[src/rtl/dmem_pkg.sv]
// Shared types and constants for the data-memory arbiter.
// Holds the RV32 func3 encodings, the legal window defaults, the FSM states and the request record.
package dmem_pkg;

   localparam int DMEM_ADDR_W = 32;

   localparam logic [2:0] SB  = 3'b000;
   localparam logic [2:0] SH  = 3'b001;
   localparam logic [2:0] SW  = 3'b010;
   localparam logic [2:0] LB  = 3'b000;
   localparam logic [2:0] LH  = 3'b001;
   localparam logic [2:0] LW  = 3'b010;
   localparam logic [2:0] LBU = 3'b100;
   localparam logic [2:0] LHU = 3'b101;

   localparam logic [15:0] DMEM_BASE_DEF = 16'h2000;
   localparam logic [15:0] DMEM_END_DEF  = 16'h3FFF;

   typedef enum logic [1:0] {
      IDLE   = 2'd0,
      ACCESS = 2'd1,
      RESP   = 2'd2
   } dmem_arb_state_e;

   typedef struct packed {
      logic                   wren;
      logic [2:0]             func3;
      logic [DMEM_ADDR_W-1:0] addr;
      logic [31:0]            wdata;
   } dmem_req_t;

   // Range, alignment and opcode qualification of one access; only addr[15:0] selects the window.
   function automatic logic dmem_access_err(input logic       wren,
                                            input logic [2:0] func3,
                                            input logic [15:0] addr_lo,
                                            input logic [15:0] base,
                                            input logic [15:0] dmem_end);
      logic [2:0]  v_size;
      logic [16:0] v_last_byte;
      logic        v_legal;
      logic        v_err;
      case (func3[1:0])
         2'b00:   v_size = 3'd1;
         2'b01:   v_size = 3'd2;
         default: v_size = 3'd4;
      endcase
      v_last_byte = {1'b0, addr_lo} + {14'd0, v_size} - 17'd1;
      if (wren) begin
         v_legal = (func3 == SB) || (func3 == SH) || (func3 == SW);
      end else begin
         v_legal = (func3 == LB) || (func3 == LH) || (func3 == LW) ||
                   (func3 == LBU) || (func3 == LHU);
      end
      v_err = (addr_lo < base) ||
              (v_last_byte > {1'b0, dmem_end}) ||
              ((func3[1:0] == 2'b01) && (addr_lo[0] != 1'b0)) ||
              ((func3[1:0] == 2'b10) && (addr_lo[1:0] != 2'b00)) ||
              !v_legal;
      return v_err;
   endfunction

endpackage

[src/rtl/rr_arb2.sv]
// Two-way round-robin grant: a lone requester wins, a tie goes to the port not served last.
module rr_arb2 (
   input  logic [1:0] i_valid,
   input  logic       i_rr_last,
   output logic [1:0] o_grant
);

   // One-hot grant selection
   always_comb begin
      case (i_valid)
         2'b01:   o_grant = 2'b01;
         2'b10:   o_grant = 2'b10;
         2'b11:   o_grant = i_rr_last ? 2'b01 : 2'b10;
         default: o_grant = 2'b00;
      endcase
   end

endmodule

[src/rtl/dmem_arbiter.sv]
// Round-robin arbiter sharing data_mem between the core LSU (port 0) and DMA/debug (port 1).
// One request per three cycles: grant in IDLE, memory access in ACCESS, response pulse in RESP.
module dmem_arbiter
   import dmem_pkg::*;
#(
   parameter logic [15:0] DMEM_BASE = DMEM_BASE_DEF,
   parameter logic [15:0] DMEM_END  = DMEM_END_DEF,
   parameter int          ADDR_W    = DMEM_ADDR_W
) (
   input  logic              i_clk,
   input  logic              i_rst,
   input  logic [1:0]        i_req_valid,
   output logic [1:0]        o_req_ready,
   input  logic [1:0]        i_req_wren,
   input  logic [2:0]        i_req_func3 [2],
   input  logic [ADDR_W-1:0] i_req_addr  [2],
   input  logic [31:0]       i_req_wdata [2],
   output logic [1:0]        o_rsp_valid,
   output logic              o_rsp_err,
   output logic [31:0]       o_rsp_rdata,
   output logic              o_mem_wren,
   output logic [2:0]        o_mem_func3,
   output logic [31:0]       o_mem_addr,
   output logic [31:0]       o_mem_st_data,
   input  logic [31:0]       i_mem_ld_data
);

   dmem_arb_state_e r_state;
   dmem_arb_state_e w_next_state;
   dmem_req_t       r_req;
   logic            r_rr_last;
   logic            r_port;
   logic            r_err;
   logic [31:0]     r_rdata;
   logic [1:0]      w_grant;
   logic            w_take;
   logic            w_port;
   logic            w_err;

   rr_arb2 u_rr_arb2 (
      .i_valid   (i_req_valid),
      .i_rr_last (r_rr_last),
      .o_grant   (w_grant)
   );

   assign w_take = |(i_req_valid & o_req_ready);
   assign w_port = w_grant[1];
   assign w_err  = dmem_access_err(r_req.wren, r_req.func3, r_req.addr[15:0], DMEM_BASE, DMEM_END);

   // The latched request drives data_mem directly, so these hold between accesses
   assign o_mem_func3   = r_req.func3;
   assign o_mem_addr    = r_req.addr;
   assign o_mem_st_data = r_req.wdata;

   // State register
   always_ff @(posedge i_clk) begin
      if (i_rst) begin
         r_state <= IDLE;
      end else begin
         r_state <= w_next_state;
      end
   end

   // Next-state logic
   always_comb begin
      w_next_state = IDLE;
      case (r_state)
         IDLE:    w_next_state = w_take ? ACCESS : IDLE;
         ACCESS:  w_next_state = RESP;
         RESP:    w_next_state = IDLE;
         default: w_next_state = IDLE;
      endcase
   end

   // Outputs; the ~i_rst term kills a write when reset lands on the ACCESS cycle
   always_comb begin
      o_req_ready = 2'b00;
      o_rsp_valid = 2'b00;
      o_rsp_err   = 1'b0;
      o_rsp_rdata = 32'd0;
      o_mem_wren  = 1'b0;
      case (r_state)
         IDLE: begin
            if (!i_rst) begin
               o_req_ready = w_grant;
            end else begin
               o_req_ready = 2'b00;
            end
         end
         ACCESS: begin
            o_mem_wren = r_req.wren & ~w_err & ~i_rst;
         end
         RESP: begin
            o_rsp_valid = r_port ? 2'b10 : 2'b01;
            o_rsp_err   = r_err;
            o_rsp_rdata = r_rdata;
         end
         default: begin
            o_req_ready = 2'b00;
         end
      endcase
   end

   // Request latch, round-robin history and response registers
   always_ff @(posedge i_clk) begin
      if (i_rst) begin
         r_rr_last   <= 1'b1;
         r_port      <= 1'b0;
         r_req.wren  <= 1'b0;
         r_req.func3 <= SW;
         r_req.addr  <= '0;
         r_req.wdata <= 32'd0;
         r_err       <= 1'b0;
         r_rdata     <= 32'd0;
      end else begin
         if (w_take) begin
            r_rr_last   <= w_port;
            r_port      <= w_port;
            r_req.wren  <= i_req_wren[w_port];
            r_req.func3 <= i_req_func3[w_port];
            r_req.addr  <= i_req_addr[w_port];
            r_req.wdata <= i_req_wdata[w_port];
         end
         if (r_state == ACCESS) begin
            r_err   <= w_err;
            r_rdata <= (w_err || r_req.wren) ? 32'd0 : i_mem_ld_data;
         end
      end
   end

endmodule
[config.mk]
export PLATFORM = sky130hd
export DESIGN_NAME = dmem_arbiter
export DESIGN_NICKNAME = d
export VERILOG_FILES = /design/src/rtl/dmem_pkg.sv /design/src/rtl/rr_arb2.sv /design/src/rtl/dmem_arbiter.sv
export SDC_FILE = /design/constraint.sdc
export NUM_CORES = 1
export LEC_CHECK = 0
export CORE_ASPECT_RATIO = 0.9
export CORE_MARGIN = 5
export CORE_UTILIZATION = 45
export DETAILED_ROUTE_END_ITERATION = 10
export GPL_ROUTABILITY_DRIVEN = 0
export HOLD_SLACK_MARGIN = 0.15
export PLACE_DENSITY_LB_ADDON = 0.25
export SLEW_MARGIN = 20
export SYNTH_ARGS = -nofsm -noshare
export SYNTH_HDL_FRONTEND = slang
export SYNTH_SLANG_ARGS = --single-unit
[constraint.sdc]
create_clock -name i_clk -period 5.4 [get_ports i_clk]
set_input_delay 1.08 -clock i_clk [delete_from_list [all_inputs] [get_ports i_clk]]
set_output_delay 1.08 -clock i_clk [all_outputs]
set_load 0.1 [all_outputs]
==> flow_metrics.py, run 1 <==
metrics = {
    "outcome": {
        "outcome": "finished, final reports clean",
    },
    "synthesis": {
        "yosysMostFrequentCell": "dfxtp_1",
        "yosys-top-cells-count": "dfxtp_1, nor2_1, mux2i_1, a211oi_1, buf_4",
        "synth-simple-area-share_pct": 13.4,
        "ys_top_cells_by_area": "dfxtp_1, mux2i_1, a211oi_1",
        "yosysSeqAreaShare_pct": 36.7,
        "yosysUniqueCellTypes": 49,
        "yosys.area.top_type": "dfxtp_1",
        "synth_compound_area_share_pct": 18.7,
        "synth_ff_type": "dfxtp_1",
        "synth_edf_count": 0,
        "synth-seq-cells": 105,
        "synthMuxAreaShare_pct": 12.2,
        "ys_warn_count": 0,
        "synth_top_family_by_area": "compound AO/OA/AOI/OAI gates",
        "yosys.area_share.adder_pct": 4.72,
        "synth-async-reset-ratio_pct": 0,
        "syn_area_per_cell_um2": 9.20,
        "synthXorXnorAreaFrac_pct": 0,
        "syn-cell-area_um2": 5730,
        "synth_top_cell_area_share_pct": 36.7,
        "syn_nets": 816,
        "syn_inst": 623,
    },
    "drt": {
        "ant_nets": 0,
        "drtIter0Drc": 225,
        "wl_um": 16300,
        "drcViolationCount": 0,
        "drt_pass1_iterations": 4,
        "vias_per_cell": 5.14,
        "wl_per_cell_um": 16.7,
        "via_count": 5024,
    },
    "placed_design": {
        "numPortBuffers": 276,
        "dp_slack_ps": 1530,
        "dp_hpwl_um": 13200,
    },
    "global_route": {
        "antenna_found_initial": 0,
        "grt_pass1_wl_um": 24900,
        "grt_usage_pct": 20.9,
        "grt_pass1_vias": 4895,
        "grt_max_degree": 70,
        "gr-total-overflow": 0,
    },
    "sta": {
        "worst_pin_slew_ps": 1110,
        "rsz0062_at_grt": "no",
        "setup_violations": 0,
        "slew_viol_final": 0,
        "fin_crit_sh_pct": 78.5,
        "setup_ws_ps": 1160,
        "hold_viol": 0,
        "fin_setup_tns_ps": 0,
        "timing.fmax_mhz": 236,
        "timing.slew.headroom_pct": 26.0,
        "min_period_ps": 4240,
        "skew_ps": 9.44,
    },
    "worst_setup_path": {
        "critPathLaunchType": "flop",
        "rr_startpoint": "o_mem_func3[1]",
        "cp_max_fo": 6,
        "r2r_slack_ps": 2210,
        "critPathCaptureType": "output pin",
        "slowest_stage": "dfxtp_1",
        "crit_chain": "or2_2 -> ha_1 -> inv_1 -> ha_1 -> inv_1 -> fa_1 -> nand2b_1 -> a21oi_1 -> o31a_1 -> o21a_1 -> nand2_1 -> nor4b_2 -> buf_4",
        "cp.arrival_ps": 3160,
        "required_ps": 4320,
        "critPathMaxStageDelay_ps": 360,
        "cp-startpoint": "o_mem_func3[1]",
        "crit_type": "flop to output pin",
    },
    "die": {
        "fp.dieW_um": 129,
        "core-area_um2": 12600,
        "pin_count": 277,
        "die_h_um": 117,
        "rows": 39,
        "start_util_pct": 45.5,
        "die_area_um2": 15100,
    },
    "clocking": {
        "cts_tree": "done",
        "numCtsBuffers": 9,
        "cts_num_sinks": 105,
        "post_cts_resized": 0,
        "clk_latency_ps": 340,
        "ctsHtreeMaxLevel": 3,
        "postCtsSetupBuffers": 0,
        "ctsHoldBuffers": 0,
        "cts_root_buf": "clkbuf_16",
        "clockBufferDepth": 2,
        "clkTransAtPathRegs_ps": 70,
    },
    "pwr": {
        "ir_drop_mv": 0.166,
        "power.leakage_nw": 3.17,
        "pwr_density_cell_nw_per_um2": 320,
    },
    "final_layout": {
        "finalNetCount": 1001,
        "drive_above_1_share_pct": 5.17,
        "final_util_pct": 66.2,
        "antennaDiodeCount": 0,
        "num-fill-cells": 995,
        "area_growth_pct": 45.4,
    },
    "worst_hold_path": {
        "hold_path_class": "flop to flop",
        "min_from": "r_rdata[25]",
    },
    "job": {
        "cap_viol_max_count": 0,
    },
}
routing by layer:
| layer | GRT usage, % | wire length [µm] | up-vias |
|---|---|---|---|
| met3 | 7.35 | 1400 | 25 |
| met2 | 36.2 | 8060 | 199 |
| met5 | 0 | 0 | - |
| li1 | - | - | 2512 |
| met4 | 6.09 | 357 | 0 |
| met1 | 24.6 | 6540 | 2288 |
flip-flops by register name, summed over array words and instances, names as in the netlist:
register / count
o_mem_addr: 32
o_mem_func3: 3
o_mem_st_data: 32
r_err: 1
r_port: 1
r_rdata: 32
r_req: 1
r_rr_last: 1
r_state: 2
logic make-up (layout without fill, tap and decap cells):
family / Yosys count / after routing
flops: 105 / 105
mux: 70 / 70
fa+ha+maj: 21 / 21
simple gates: 155 / 155
buf+inv: 134 / 324
compound gates: 138 / 138
report_power, final:
group | switching, mW | internal (mW)
sequential | 0.0475 | 0.841
clock | 0.309 | 0.322
combinational | 0.767 | 0.382
stage by stage:
step                      hold WS (ps)  instance area (µm²)  std cells  total power [mW]
final                              474                 8330        977              2.67
after global routing               495                 8330        977              2.79
after CTS                          478                 8320        976              2.69
after detailed placement           457                 8030        960              2.06
after global placement             453                 8030        960              2.03
after floorplan                    441                 5730        623              1.80
worst paths after layout:
path | to | depth (start not counted)
max | o_mem_wren | 13
min | r_rdata[25] | 1
max reg2reg | r_rdata[5] | 12
min reg2reg | r_rdata[25] | 1
cell usage in the layout (no fill, tap or decap), types with 5 or more instances in the layout:
master           count
inv_1               26
nand2_1             14
a21oi_1             10
clkbuf_16            9
a211oi_1            69
buf_4                8
o21ai_1              5
mux2i_1             70
nor2_1              77
and2_1              34
dfxtp_1            105
clkdlybuf4s50_1    272
ha_1                20
a22o_1              32
area by class of cell:
type                            instances  area [µm²]  share of cell area, %
Multi-Input combinational cell        384        2840                   34.1
Timing Repair Buffer                  282        2800                   33.6
Sequential cell                       105        2100                   25.2
Clock buffer                            9         225                   2.70
Tap cell                              164         205                   2.46
Inverter                               26        97.6                   1.17
Clock inverter                          7        61.3                  0.736
worst max-delay path, delay by kind of cell, from the launching register on:
family / cells / cell delay (ps)
compound gates: 3 / 460
flops: 1 / 360
buf+inv: 3 / 450
fa+ha+maj: 3 / 730
simple gates: 4 / 830
No activity file was read; power rests on OpenSTA's default activity.
==> run 2: changes to the inputs <==
--- a/config.mk
+++ b/config.mk
@@ -7,7 +7,7 @@
 export LEC_CHECK = 0
 export CORE_ASPECT_RATIO = 0.9
 export CORE_MARGIN = 5
-export CORE_UTILIZATION = 45
+export CORE_UTILIZATION = 37
 export DETAILED_ROUTE_END_ITERATION = 10
 export GPL_ROUTABILITY_DRIVEN = 0
 export HOLD_SLACK_MARGIN = 0.15
==> constraint.sdc (replaced) <==
create_clock -name i_clk -period 3.4 [get_ports i_clk]
set_input_delay 0.68 -clock i_clk [delete_from_list [all_inputs] [get_ports i_clk]]
set_output_delay 0.68 -clock i_clk [all_outputs]
set_load 0.1 [all_outputs]
==> flow_metrics.py, run 2 (synthesized netlist as in run 1, its figures left out) <==
metrics = {
    "sta": {
        "fin_crit_sh_pct": 107,
        "slew_viol_final": 0,
        "worst_pin_slew_ps": 1000,
        "skew_ps": 6.70,
        "min_period_ps": 3630,
        "timing.slew.headroom_pct": 33.0,
        "hold_viol": 0,
        "setup_violations": 1,
        "whs_ps": 471,
        "fin_setup_tns_ps": -226,
        "rsz0062_at_grt": "yes",
        "timing.fmax_mhz": 276,
        "setup_ws_ps": -226,
    },
    "die": {
        "pin_count": 277,
        "fp.dieW_um": 141,
        "start_util_pct": 37.4,
        "die_area_um2": 18100,
        "rows": 43,
        "die_h_um": 128,
        "core-area_um2": 15300,
    },
    "clocking": {
        "clockBufferDepth": 2,
        "cts_num_sinks": 105,
        "ctsHtreeMaxLevel": 3,
        "clk_latency_ps": 350,
        "numCtsBuffers": 9,
        "clkTransAtPathRegs_ps": 70,
        "cts_root_buf": "clkbuf_16",
        "cts_tree": "done",
    },
    "final_layout": {
        "most-common-layout-cells": "clkdlybuf4s50_1, dfxtp_1, nor2_1, buf_4, mux2i_1",
        "final_common_cell": "clkdlybuf4s50_1",
        "multi_input_area_um2": 2920,
        "finalNetCount": 1014,
        "drive_above_1_share_pct": 19.4,
        "final-seq-area_um2": 2100,
        "num-fill-cells": 1314,
        "area_growth_pct": 54.7,
        "antennaDiodeCount": 0,
        "fin_area_um2": 8870,
    },
    "drt": {
        "wl_per_cell_um": 16.6,
        "ant_nets": 0,
        "drt_pass1_iterations": 4,
        "wl_um": 17000,
        "vias_per_cell": 4.96,
        "via_count": 5094,
        "drcViolationCount": 0,
        "drtIter0Drc": 258,
    },
    "worst_hold_path": {
        "hold_depth": 1,
        "hold_path_class": "flop to flop",
    },
    "pwr": {
        "ir_drop_mv": 0.275,
        "pwr_density_cell_nw_per_um2": 503,
        "power.leakage_nw": 3.54,
    },
    "worst_setup_path": {
        "cp.arrival_ps": 2950,
        "r2r_slack_ps": 410,
        "cp_max_fo": 3,
        "critPathCaptureType": "output pin",
        "required_ps": 2720,
        "crit_type": "flop to output pin",
        "critPathLaunchType": "flop",
        "rr_worst_depth": 16,
    },
    "placed_design": {
        "numPortBuffers": 276,
        "dp_hpwl_um": 13400,
        "postPlaceCellArea_um2": 8430,
    },
    "job": {
        "cap_viol_max_count": 0,
    },
    "outcome": {
        "outcome": "finished, violations left",
        "violations": "setup timing",
    },
    "global_route": {
        "gr-total-overflow": 0,
        "grt_pass1_vias": 5234,
        "grt_max_degree": 69,
        "grt_usage_pct": 18.2,
        "grt_pass1_wl_um": 26300,
        "antenna_found_initial": 0,
    },
}
run 2: changes by cell type in the layout (fill, tap and decap cells not counted), moves of 3 or more:
| cell | delta |
|---|---|
| clkdlybuf4s50_1 | -91 |
| ha_4 | +3 |
| buf_4 | +65 |
| inv_1 | -4 |
| buf_12 | +40 |
| inv_2 | +4 |
| ha_1 | -3 |
run 2: area by class of cell:
class                      count  area share [%]
timing repair buffer         295            35.7
multi-input combinational    384            32.9
sequential                   105            23.7
tap                          202            2.85
clock buffer                  11            2.74
inverter                      26            1.10
clock inverter                 5           0.960
run 2: metal layers:
layer,up-vias,part of all wire (%),global-route usage (%)
li1,2539,-,-
met1,2310,40,20.8
met2,213,49,32.1
met3,32,9.0,5.86
met4,0,2.5,6.21
met5,-,0,0
run 2: timing repair:
action                     CTS  global route
pin swaps                    8             8
hold buffers                 0             0
setup endpoints to repair    1             1
resized for setup           15             3
setup buffers                4             1
run 2: path summary, 6_finish.rpt:
| check | startpoint | end |
|---|---|---|
| max | o_mem_func3[0] | o_mem_wren |
| min | r_rdata[26] | r_rdata[26] |
| max reg2reg | o_mem_func3[0] | r_rdata[7] |
| min reg2reg | r_rdata[26] | r_rdata[26] |
run 2: through the flow:
step | setup slack [ps] | cells | util, % | power, mW
after floorplan | -432 | 623 | - | 2.87
after global placement | 66.5 | 1007 | 55.0 | 3.25
after detailed placement | -71.5 | 1007 | 55.0 | 3.28
after CTS | -214 | 1027 | 57.7 | 4.48
after global routing | -346 | 1028 | 57.8 | 4.67
final | -226 | 1028 | 57.8 | 4.46
run 2: critical path, cell delays in order, from the launching register on:
cell and delay, ps:
dfxtp_2 340, or2_4 260, ha_4 160, inv_2 60, ha_4 130, inv_2 40
fa_2 320, nand2b_4 140, a21oi_2 120, o31a_1 210, o21a_1 200, nand2_2 80
nor4b_4 330, buf_12 220
run 2: report_power, final:
part           switching (mW)  internal (mW)
clock network           0.467          0.671
logic                    1.27          0.642
registers              0.0730           1.34
total                    1.81           2.65
